[src/rtl/ftoi_pipe_if.sv]
// Valid/ready operand and result bundle between the FTOI datapath and its surroundings.
// The FPU side is master and the converter is slave.
interface ftoi_pipe_if;
    logic        in_valid;
    logic        in_ready;
    logic [31:0] x;
    logic        out_valid;
    logic        out_ready;
    logic [31:0] res;

    modport master (
        output in_valid, x, out_ready,
        input  in_ready, out_valid, res
    );

    modport slave (
        input  in_valid, x, out_ready,
        output in_ready, out_valid, res
    );
endinterface

[src/rtl/ftoi_pipe.sv]
// Two-stage binary32 -> int32 converter: round to nearest, ties away from zero, saturating.
// Stage 1 classifies the exponent, stage 2 shifts, rounds and applies the sign.
module ftoi_pipe (
    input  logic       clk,
    input  logic       rst,
    ftoi_pipe_if.slave bus
);

    typedef enum logic [2:0] {
        CLS_ZERO,
        CLS_HALF,
        CLS_RSH,
        CLS_LSH,
        CLS_SAT
    } cls_t;

    logic        en;
    logic [7:0]  e;
    cls_t        cls_d;
    logic [4:0]  sh_d;

    logic        s1_valid;
    logic        s1_sign;
    logic [23:0] s1_m24;
    cls_t        s1_cls;
    logic [4:0]  s1_sh;

    logic [24:0] rsh_w;
    logic [31:0] mag;
    logic [31:0] res_d;
    logic [31:0] res_q;
    logic        out_valid_q;

    // A single enable stalls the whole pipe, so bubbles stay where they are.
    assign en           = ~out_valid_q | bus.out_ready;
    assign bus.in_ready = en;
    assign bus.out_valid = out_valid_q;
    assign bus.res       = res_q;

    assign e = bus.x[30:23];

    // NOTE: every output gets a default first so no path leaves it unassigned and infers a latch.
    always_comb begin
        cls_d = CLS_ZERO;
        sh_d  = '0;
        if (e >= 8'd158) begin
            cls_d = CLS_SAT;
        end else if (e >= 8'd150) begin
            cls_d = CLS_LSH;
            sh_d  = 5'(e - 8'd150);
        end else if (e >= 8'd127) begin
            cls_d = CLS_RSH;
            sh_d  = 5'(8'd150 - e);
        end else if (e == 8'd126) begin
            cls_d = CLS_HALF;
        end
    end

    // NOTE: state registers use non-blocking assignments so every flop samples pre-edge values.
    always_ff @(posedge clk or posedge rst) begin
        if (rst) begin
            s1_valid <= 1'b0;
            s1_sign  <= 1'b0;
            s1_m24   <= '0;
            s1_cls   <= CLS_ZERO;
            s1_sh    <= '0;
        end else if (en) begin
            s1_valid <= bus.in_valid;
            s1_sign  <= bus.x[31];
            s1_m24   <= {1'b1, bus.x[22:0]};
            s1_cls   <= cls_d;
            s1_sh    <= sh_d;
        end
    end

    // The appended zero lands the round bit m24[sh-1] in bit 0 after the shift.
    assign rsh_w = {s1_m24, 1'b0} >> s1_sh;

    always_comb begin
        mag   = '0;
        res_d = '0;
        case (s1_cls)
            CLS_HALF: mag = 32'd1;
            CLS_RSH:  mag = {8'd0, rsh_w[24:1]} + {31'd0, rsh_w[0]};
            CLS_LSH:  mag = {8'd0, s1_m24} << s1_sh;
            default:  mag = '0;
        endcase
        res_d = s1_sign ? -mag : mag;
        if (s1_cls == CLS_SAT) begin
            res_d = s1_sign ? 32'h8000_0000 : 32'h7FFF_FFFF;
        end
    end

    always_ff @(posedge clk or posedge rst) begin
        if (rst) begin
            out_valid_q <= 1'b0;
            res_q       <= '0;
        end else if (en) begin
            out_valid_q <= s1_valid;
            res_q       <= res_d;
        end
    end

endmodule
[src/flat_wrapper.sv]
// flat-port wrapper written by rule: the top's interface ports become plain ports
module ftoi_pipe_flat 
  (clk, rst, bus_in_valid, bus_x, bus_out_ready, bus_in_ready, bus_out_valid, bus_res);
  ftoi_pipe_if bus_i ();
  input  logic clk;
  input  logic rst;
  input wire logic [$bits(bus_i.in_valid)-1:0] bus_in_valid;
  input wire logic [$bits(bus_i.x)-1:0] bus_x;
  input wire logic [$bits(bus_i.out_ready)-1:0] bus_out_ready;
  output wire logic [$bits(bus_i.in_ready)-1:0] bus_in_ready;
  output wire logic [$bits(bus_i.out_valid)-1:0] bus_out_valid;
  output wire logic [$bits(bus_i.res)-1:0] bus_res;
  assign bus_i.in_valid = bus_in_valid;
  assign bus_i.x = bus_x;
  assign bus_i.out_ready = bus_out_ready;
  assign bus_in_ready = bus_i.in_ready;
  assign bus_out_valid = bus_i.out_valid;
  assign bus_res = bus_i.res;
  ftoi_pipe u_core (.clk(clk), .rst(rst), .bus(bus_i));
endmodule
[config.mk]
export PLATFORM = sky130hd
export DESIGN_NAME = ftoi_pipe_flat
export DESIGN_NICKNAME = d
export VERILOG_FILES = /design/src/rtl/ftoi_pipe_if.sv /design/src/rtl/ftoi_pipe.sv /design/src/flat_wrapper.sv
export SDC_FILE = /design/constraint.sdc
export NUM_CORES = 1
export LEC_CHECK = 0
export BUFFER_PORTS_ARGS = -buffer_cell sky130_fd_sc_hd__buf_2
export CORE_MARGIN = 2
export CORE_UTILIZATION = 31
export CTS_BUF_LIST = sky130_fd_sc_hd__clkbuf_4 sky130_fd_sc_hd__clkbuf_8 sky130_fd_sc_hd__clkbuf_16
export CTS_CLUSTER_DIAMETER = 150
export CTS_CLUSTER_SIZE = 12
export DETAILED_ROUTE_END_ITERATION = 8
export PLACE_DENSITY = 0.57
export SLEW_MARGIN = 20
export SYNTH_ARGS = -nofsm -noshare
export SYNTH_HDL_FRONTEND = slang
export SYNTH_SLANG_ARGS = --single-unit
[constraint.sdc]
create_clock -name clk -period 5.4 [get_ports clk]
set_input_delay 0.54 -clock clk [delete_from_list [all_inputs] [get_ports clk]]
set_output_delay 0.54 -clock clk [all_outputs]
set_load 0.03 [all_outputs]
==> flow_summary.json, run 1 <==
{
  "status": "finished clean",
  "clock-sinks": 67,
  "min_period_over_period_pct": 94.3,
  "worstPathMaxFanout": 29,
  "arrival_ns": 5.32,
  "nets": 1021,
  "synthXorXnorAreaFrac_pct": 1.65,
  "end_kind": "flop",
  "synth_mux_area_share_pct": 18.7,
  "fin_ws_ns": 0.310,
  "grt_usage_pct": 20.6,
  "ir_drop_uv": 186,
  "dieArea_um2": 25300,
  "cts_hold_buf": 0,
  "synth-compound-area-share_pct": 22.7,
  "cts_max_path_buffers": 2,
  "synth_nets": 968,
  "clockRootBuffer": "clkbuf_16",
  "syn_area_per_cell_um2": 8.07,
  "fp.dieH_um": 159,
  "layout_common_cells": "177 x nand2_1, 89 x nor2_1, 69 x buf_2",
  "crit_slowest_cell": "dfrtp_4",
  "post-place-ws_ns": 0.241,
  "power_density_nw_per_um2": 384,
  "antenna_cells": 0,
  "cp_cell_sequence": "buf_4 > mux4_2 > mux4_2 > o2bb2ai_4 > ha_1 > or3_1 > a31oi_2 > nand3_1 > nor3_4 > nand3_1 > nand4bb_4 > or3_1 > and3_1 > o32a_1",
  "finalSetupViolations": 0,
  "maxSlewHeadroom_pct": 32.3,
  "ys_warn_count": 0,
  "layout_commonest_cell": "nand2_1",
  "vias_per_cell": 6.00,
  "clock_latency_ns": 0.35,
  "synth_edf_count": 0,
  "cts_buffers": 9,
  "finalClockSkew_ns": 0.00711,
  "fp.dieW_um": 159,
  "synth-adder-area-share_pct": 1.34,
  "wl_per_cell_um": 20.2,
  "grt_pass1_wl_um": 42000,
  "fmax_mhz": 196,
  "ys_types": 96,
  "p_leak_nw": 3.54,
  "clk_pin_slew_ns": 0.06,
  "ioPinCount": 70,
  "grt_remaining_overflow": 0,
  "place.gp.congestion": 0.989,
  "worstPathRequired_ns": 5.63,
  "rows": 56,
  "antenna_left": 0,
  "drt_iter0_drc": 837,
  "core_area_um2": 23500,
  "htreeDepth": 3,
  "worst_slew_pin_slew_ns": 1.01,
  "grt_max_degree": 68,
  "synth_area_um2": 7450,
  "ys_seq_area_share_pct": 22.5,
  "ys_async_sr_fraction_pct": 100,
  "drv_cap": 0,
  "cp-start-kind": "flop",
  "dp_hpwl_um": 19600,
  "initial_core_util_pct": 31.7,
  "cpPeakStageDelay_ns": 0.65,
  "hold_violations": 0,
  "cts_tree": "yes",
  "area_growth_pct": 15.3,
  "synth_top_family_by_area": "simple AND/OR/NAND/NOR gates",
  "antenna_found_initial": 0,
  "r2r_slack_ns": 0.31,
  "grt_setup_unrepaired": "false",
  "vias": 7801,
  "io_buffers": 69,
  "drt-total-wl_um": 26300,
  "synth-simple-area-share_pct": 28.2,
  "synth_flop_cell": "dfrtp_1",
  "drtPass1Iterations": 6,
  "crit_type": "flop to flop",
  "hold_path.class": "input port to flop",
  "drive_above_1_share_pct": 22.2,
  "finalMaxSlewViolations": 0,
  "drc": 0,
  "tns_ns": 0,
  "ys_ff_latch": 67,
  "min_period_ns": 5.09,
  "syn-instance-count": 924,
  "grt_pass1_vias": 7433
}
-- state kept, by name (all words and copies together) (netlist names) --
name / count
u_core.s1_cls: 3
u_core.s1_valid: 1
u_core.bus.res: 32
u_core.bus.out_valid: 1
u_core.s1_sign: 1
u_core.s1_sh: 5
u_core.s1_m24: 24
-- final timing paths --
path,end,start,cells after the start
worst max-delay path,u_core.bus.res[29]$_DFFE_PP0P_,u_core.s1_sh[1]$_DFFE_PP0P_,14
worst min-delay path,u_core.s1_m24[22]$_DFFE_PP0P_,bus_x[22],3
worst max register to register,u_core.bus.res[29]$_DFFE_PP0P_,u_core.s1_sh[1]$_DFFE_PP0P_,14
worst min register to register,u_core.bus.out_valid$_DFFE_PP0P_,u_core.s1_valid$_DFFE_PP0P_,1
max in group asynchronous,u_core.s1_sh[1]$_DFFE_PP0P_,rst,3
min in group asynchronous,u_core.bus.res[24]$_DFFE_PP0P_,rst,3
-- area by class of cell --
type,instances,area (um2)
Inverter,10,37.5
Clock buffer,10,233
Clock inverter,6,114
Fill cell,2476,15000
Sequential cell,67,1680
Multi-Input combinational cell,774,5430
Timing Repair Buffer,115,694
Tap cell,319,399
-- metrics by stage --
stage          hold WS [ns]  instances  power (mW)  utilization, %  instance area (um2)
2_1_floorplan         0.430        924        2.03               -                 7450
3_5_place_dp          0.457       1282        2.56            34.8                 8200
5_1_grt               0.395       1301        3.50            36.5                 8590
4_1_cts               0.379       1298        3.27            36.3                 8550
6_report              0.383       1301        3.30            36.5                 8590
3_3_place_gp          0.445       1282        2.56            34.8                 8200
-- synth_stat cells (13+ instances only) --
cell type / n / area, um2
a21oi_1: 51 / 255
o21ai_0: 35 / 175
mux2_2: 14 / 158
a211oi_1: 15 / 113
mux2i_1: 36 / 360
and2_1: 13 / 81.3
nand3_1: 17 / 85.1
dfrtp_1: 67 / 1680
nand2b_1: 14 / 87.6
nor2_1: 89 / 334
clkbuf_1: 47 / 176
nand2_1: 177 / 664
buf_2: 13 / 65.1
mux4_2: 32 / 721
a31oi_1: 21 / 131
nor3_1: 23 / 115
-- per-layer routing --
layer	vias to the layer above	part of all wire, %	wire (um)	global-route usage [%]
met5	-	0	0	0
met4	0	2.7	697	6.61
met3	57	8.5	2230	4.22
met2	367	46	12100	33.1
met1	3816	43	11200	27.9
li1	3561	-	-	-
-- worst max-delay path, delay by kind of cell (launching register included) --
kind                     cells  cell delay, ns
adder cells (fa/ha/maj)      1            0.26
multiplexers                 2            0.89
flip-flops                   1            0.65
AND/OR/NAND/NOR              7            2.05
buffers and inverters        1            0.34
AO/OA/AOI/OAI                3            0.76
-- power breakdown --
group	switching, mW	internal, mW	total [mW]
Clock	0.240	0.457	0.697
Combinational	1.17	0.673	1.85
Sequential	0.134	0.628	0.761
-- cell families (layout without fill, tap and decap cells) --
kind of cell | Yosys count | after routing
flip-flops | 67 | 67
AND/OR/NAND/NOR | 429 | 429
XOR/XNOR | 14 | 14
multiplexers | 88 | 88
adder cells (fa/ha/maj) | 8 | 8
buffers and inverters | 83 | 141
AO/OA/AOI/OAI | 235 | 235
-- repair_timing --
action / CTS / global route
setup buffers: 0 / 3
resized for setup: 0 / 4
endpoints found under the setup margin: 0 / 5
No activity file was read; power rests on OpenSTA's default activity.
==> inputs of run 2 (changes only) <==
Settings changed: CTS_CLUSTER_SIZE 12 to default, PLACE_DENSITY 0.57 to 0.47.
==> run 2 against run 1 <==
Net effect: die area did not move; global-route usage rose by 1.1 points; clock-buffer cell count rose by 2; first-iteration DRC count fell by 3.1%; sequential power barely moved; routed wire length rose by 5.4%; final cell count did not move; maximum frequency fell by 0.43%; sequential cell count did not move; worst hold slack got worse by 0.16 ns; largest power group unchanged.
==> flow_summary.json, run 2 (synthesized netlist as in run 1, its figures left out) <==
{
  "status": "finished clean",
  "clockRootBuffer": "clkbuf_16",
  "p_leak_nw": 3.54,
  "worst_slew_pin_slew_ns": 1.00,
  "worstReg2RegStart": "u_core.s1_sh[0]$_DFFE_PP0P_",
  "dp_cells": 1284,
  "power.internal_mw": 1.73,
  "p_seq_share_pct": 22.9,
  "drt-total-wl_um": 27700,
  "clock_power_share_pct": 20.3,
  "nFillCells": 2496,
  "r2r_slack_ns": 0.29,
  "min_period_over_period_pct": 94.7,
  "rr_worst_depth": 14,
  "worstPathRequired_ns": 5.64,
  "whs_ns": 0.228,
  "vias_per_cell": 5.93,
  "htreeDepth": 3,
  "cts_max_path_buffers": 2,
  "grt_remaining_overflow": 0,
  "end_kind": "flop",
  "layout_common_cells": "177 x nand2_1, 89 x nor2_1, 69 x buf_2",
  "ir_drop_uv": 258,
  "clock-sinks": 67,
  "fp.dieH_um": 159,
  "drc": 0,
  "fmax_mhz": 196,
  "grt_max_degree": 45,
  "min_period_ns": 5.11,
  "grt_pass1_vias": 7050,
  "fp.dieW_um": 159,
  "grt_setup_unrepaired": "false",
  "wl_per_cell_um": 21.3,
  "crit_slowest_cell": "a2111oi_0",
  "drive_above_1_share_pct": 22.2,
  "vias": 7719,
  "place.gp.congestion": 0.935,
  "regArea_um2": 1680,
  "tns_ns": 0,
  "finalClockSkew_ns": 0.00732,
  "utilization_pct": 36.4,
  "rows": 56,
  "antenna_found_initial": 0,
  "crit_start": "u_core.s1_sh[0]$_DFFE_PP0P_",
  "timing.rr.end": "u_core.bus.res[26]$_DFFE_PP0P_",
  "clk_pin_slew_ns": 0.06,
  "maxSlewHeadroom_pct": 33.1,
  "grt_usage_pct": 21.7,
  "cts_tree": "yes",
  "path_depth": 14,
  "finalMaxSlewViolations": 0,
  "multiInputGateArea_um2": 5430,
  "initial_core_util_pct": 31.7,
  "largest_reg_flops": 32,
  "cp-start-kind": "flop",
  "cp_num_buf_inv": 2,
  "cpMostUsedCell": "buf_4",
  "hold_violations": 0,
  "core_area_um2": 23500,
  "antenna_left": 0,
  "worstPathMaxFanout": 11,
  "area_growth_pct": 15.1,
  "nets": 1021,
  "dieArea_um2": 25300,
  "p_total_mw": 3.31,
  "ioPinCount": 70,
  "clock_latency_ns": 0.35,
  "cpPeakStageDelay_ns": 0.75,
  "endpoint": "u_core.bus.res[26]$_DFFE_PP0P_",
  "grt_pass1_wl_um": 43300,
  "drtPass1Iterations": 6,
  "switching_share_pct": 47.6,
  "final_cells": 1301,
  "crit_type": "flop to flop",
  "cp_cell_sequence": "buf_4 > mux4_1 > mux2i_1 > buf_4 > a2111oi_0 > o21bai_2 > nor4_4 > a21boi_1 > o21ai_0 > and4b_1 > nand2_1 > or3_1 > and3_1 > o32a_1",
  "hold_path.class": "input port to async pin",
  "combPwrFrac_pct": 56.8,
  "antenna_cells": 0,
  "layout_commonest_cell": "nand2_1",
  "power_density_nw_per_um2": 386,
  "dp_hpwl_um": 20900,
  "io_buffers": 69,
  "drt_iter0_drc": 811,
  "cts_buffers": 9,
  "cts_hold_buf": 0,
  "finalSetupViolations": 0,
  "drv_cap": 0,
  "arrival_ns": 5.35,
  "p_switching_mw": 1.58,
  "critPathTopFamily": "compound AO/OA/AOI/OAI gates"
}
run 2: per-stage QoR:
stage,setup WS (ns),area [um2]
finish,0.287,8580
global route,0.0683,8580
CTS,0.255,8560
detailed placement,0.275,8230
global placement,0.348,8230
floorplan,0.174,7450
run 2: power by group through the flow:
stage | sequential, mW | clock (mW) | combinational, mW
global placement | 0.770 | 0 | 1.84
global route | 0.779 | 0.704 | 2.01
finish | 0.759 | 0.671 | 1.88
floorplan | 0.901 | 0 | 1.13
detailed placement | 0.768 | 0 | 1.83
CTS | 0.761 | 0.685 | 1.84
run 2: final cells by class:
| type | instances | area share (%) |
|---|---|---|
| Sequential cell | 67 | 19.6 |
| Tap cell | 319 | 4.65 |
| Inverter | 10 | 0.438 |
| Clock buffer | 12 | 2.96 |
| Multi-Input combinational cell | 774 | 63.2 |
| Clock inverter | 4 | 0.860 |
| Timing Repair Buffer | 115 | 8.24 |
run 2: worst min path at each step:
stage	from	endpoint	slack, ns	cells after the start
CTS	rst	u_core.s1_sign$_DFFE_PP0P_	0.24	2
finish	rst	u_core.s1_sign$_DFFE_PP0P_	0.23	2
detailed placement	u_core.s1_valid$_DFFE_PP0P_	u_core.bus.out_valid$_DFFE_PP0P_	0.45	1
global placement	u_core.s1_valid$_DFFE_PP0P_	u_core.s1_valid$_DFFE_PP0P_	0.45	2
global route	rst	u_core.bus.res[26]$_DFFE_PP0P_	0.27	2
floorplan	u_core.s1_valid$_DFFE_PP0P_	u_core.s1_valid$_DFFE_PP0P_	0.43	2
run 2: repair_timing:
item / CTS / global route
endpoints found under the setup margin: 0 / 5
buffers inserted: 0 / 1
endpoints found under the hold margin: 0 / 0
gates resized for setup: 0 / 2
run 2: layer usage:
layer	GRT usage, %	wire length [um]	vias up
met5	0	0	-
met4	5.91	484	0
met3	2.60	2380	36
met2	33.7	12400	392
met1	31.8	12400	3724
li1	-	-	3567
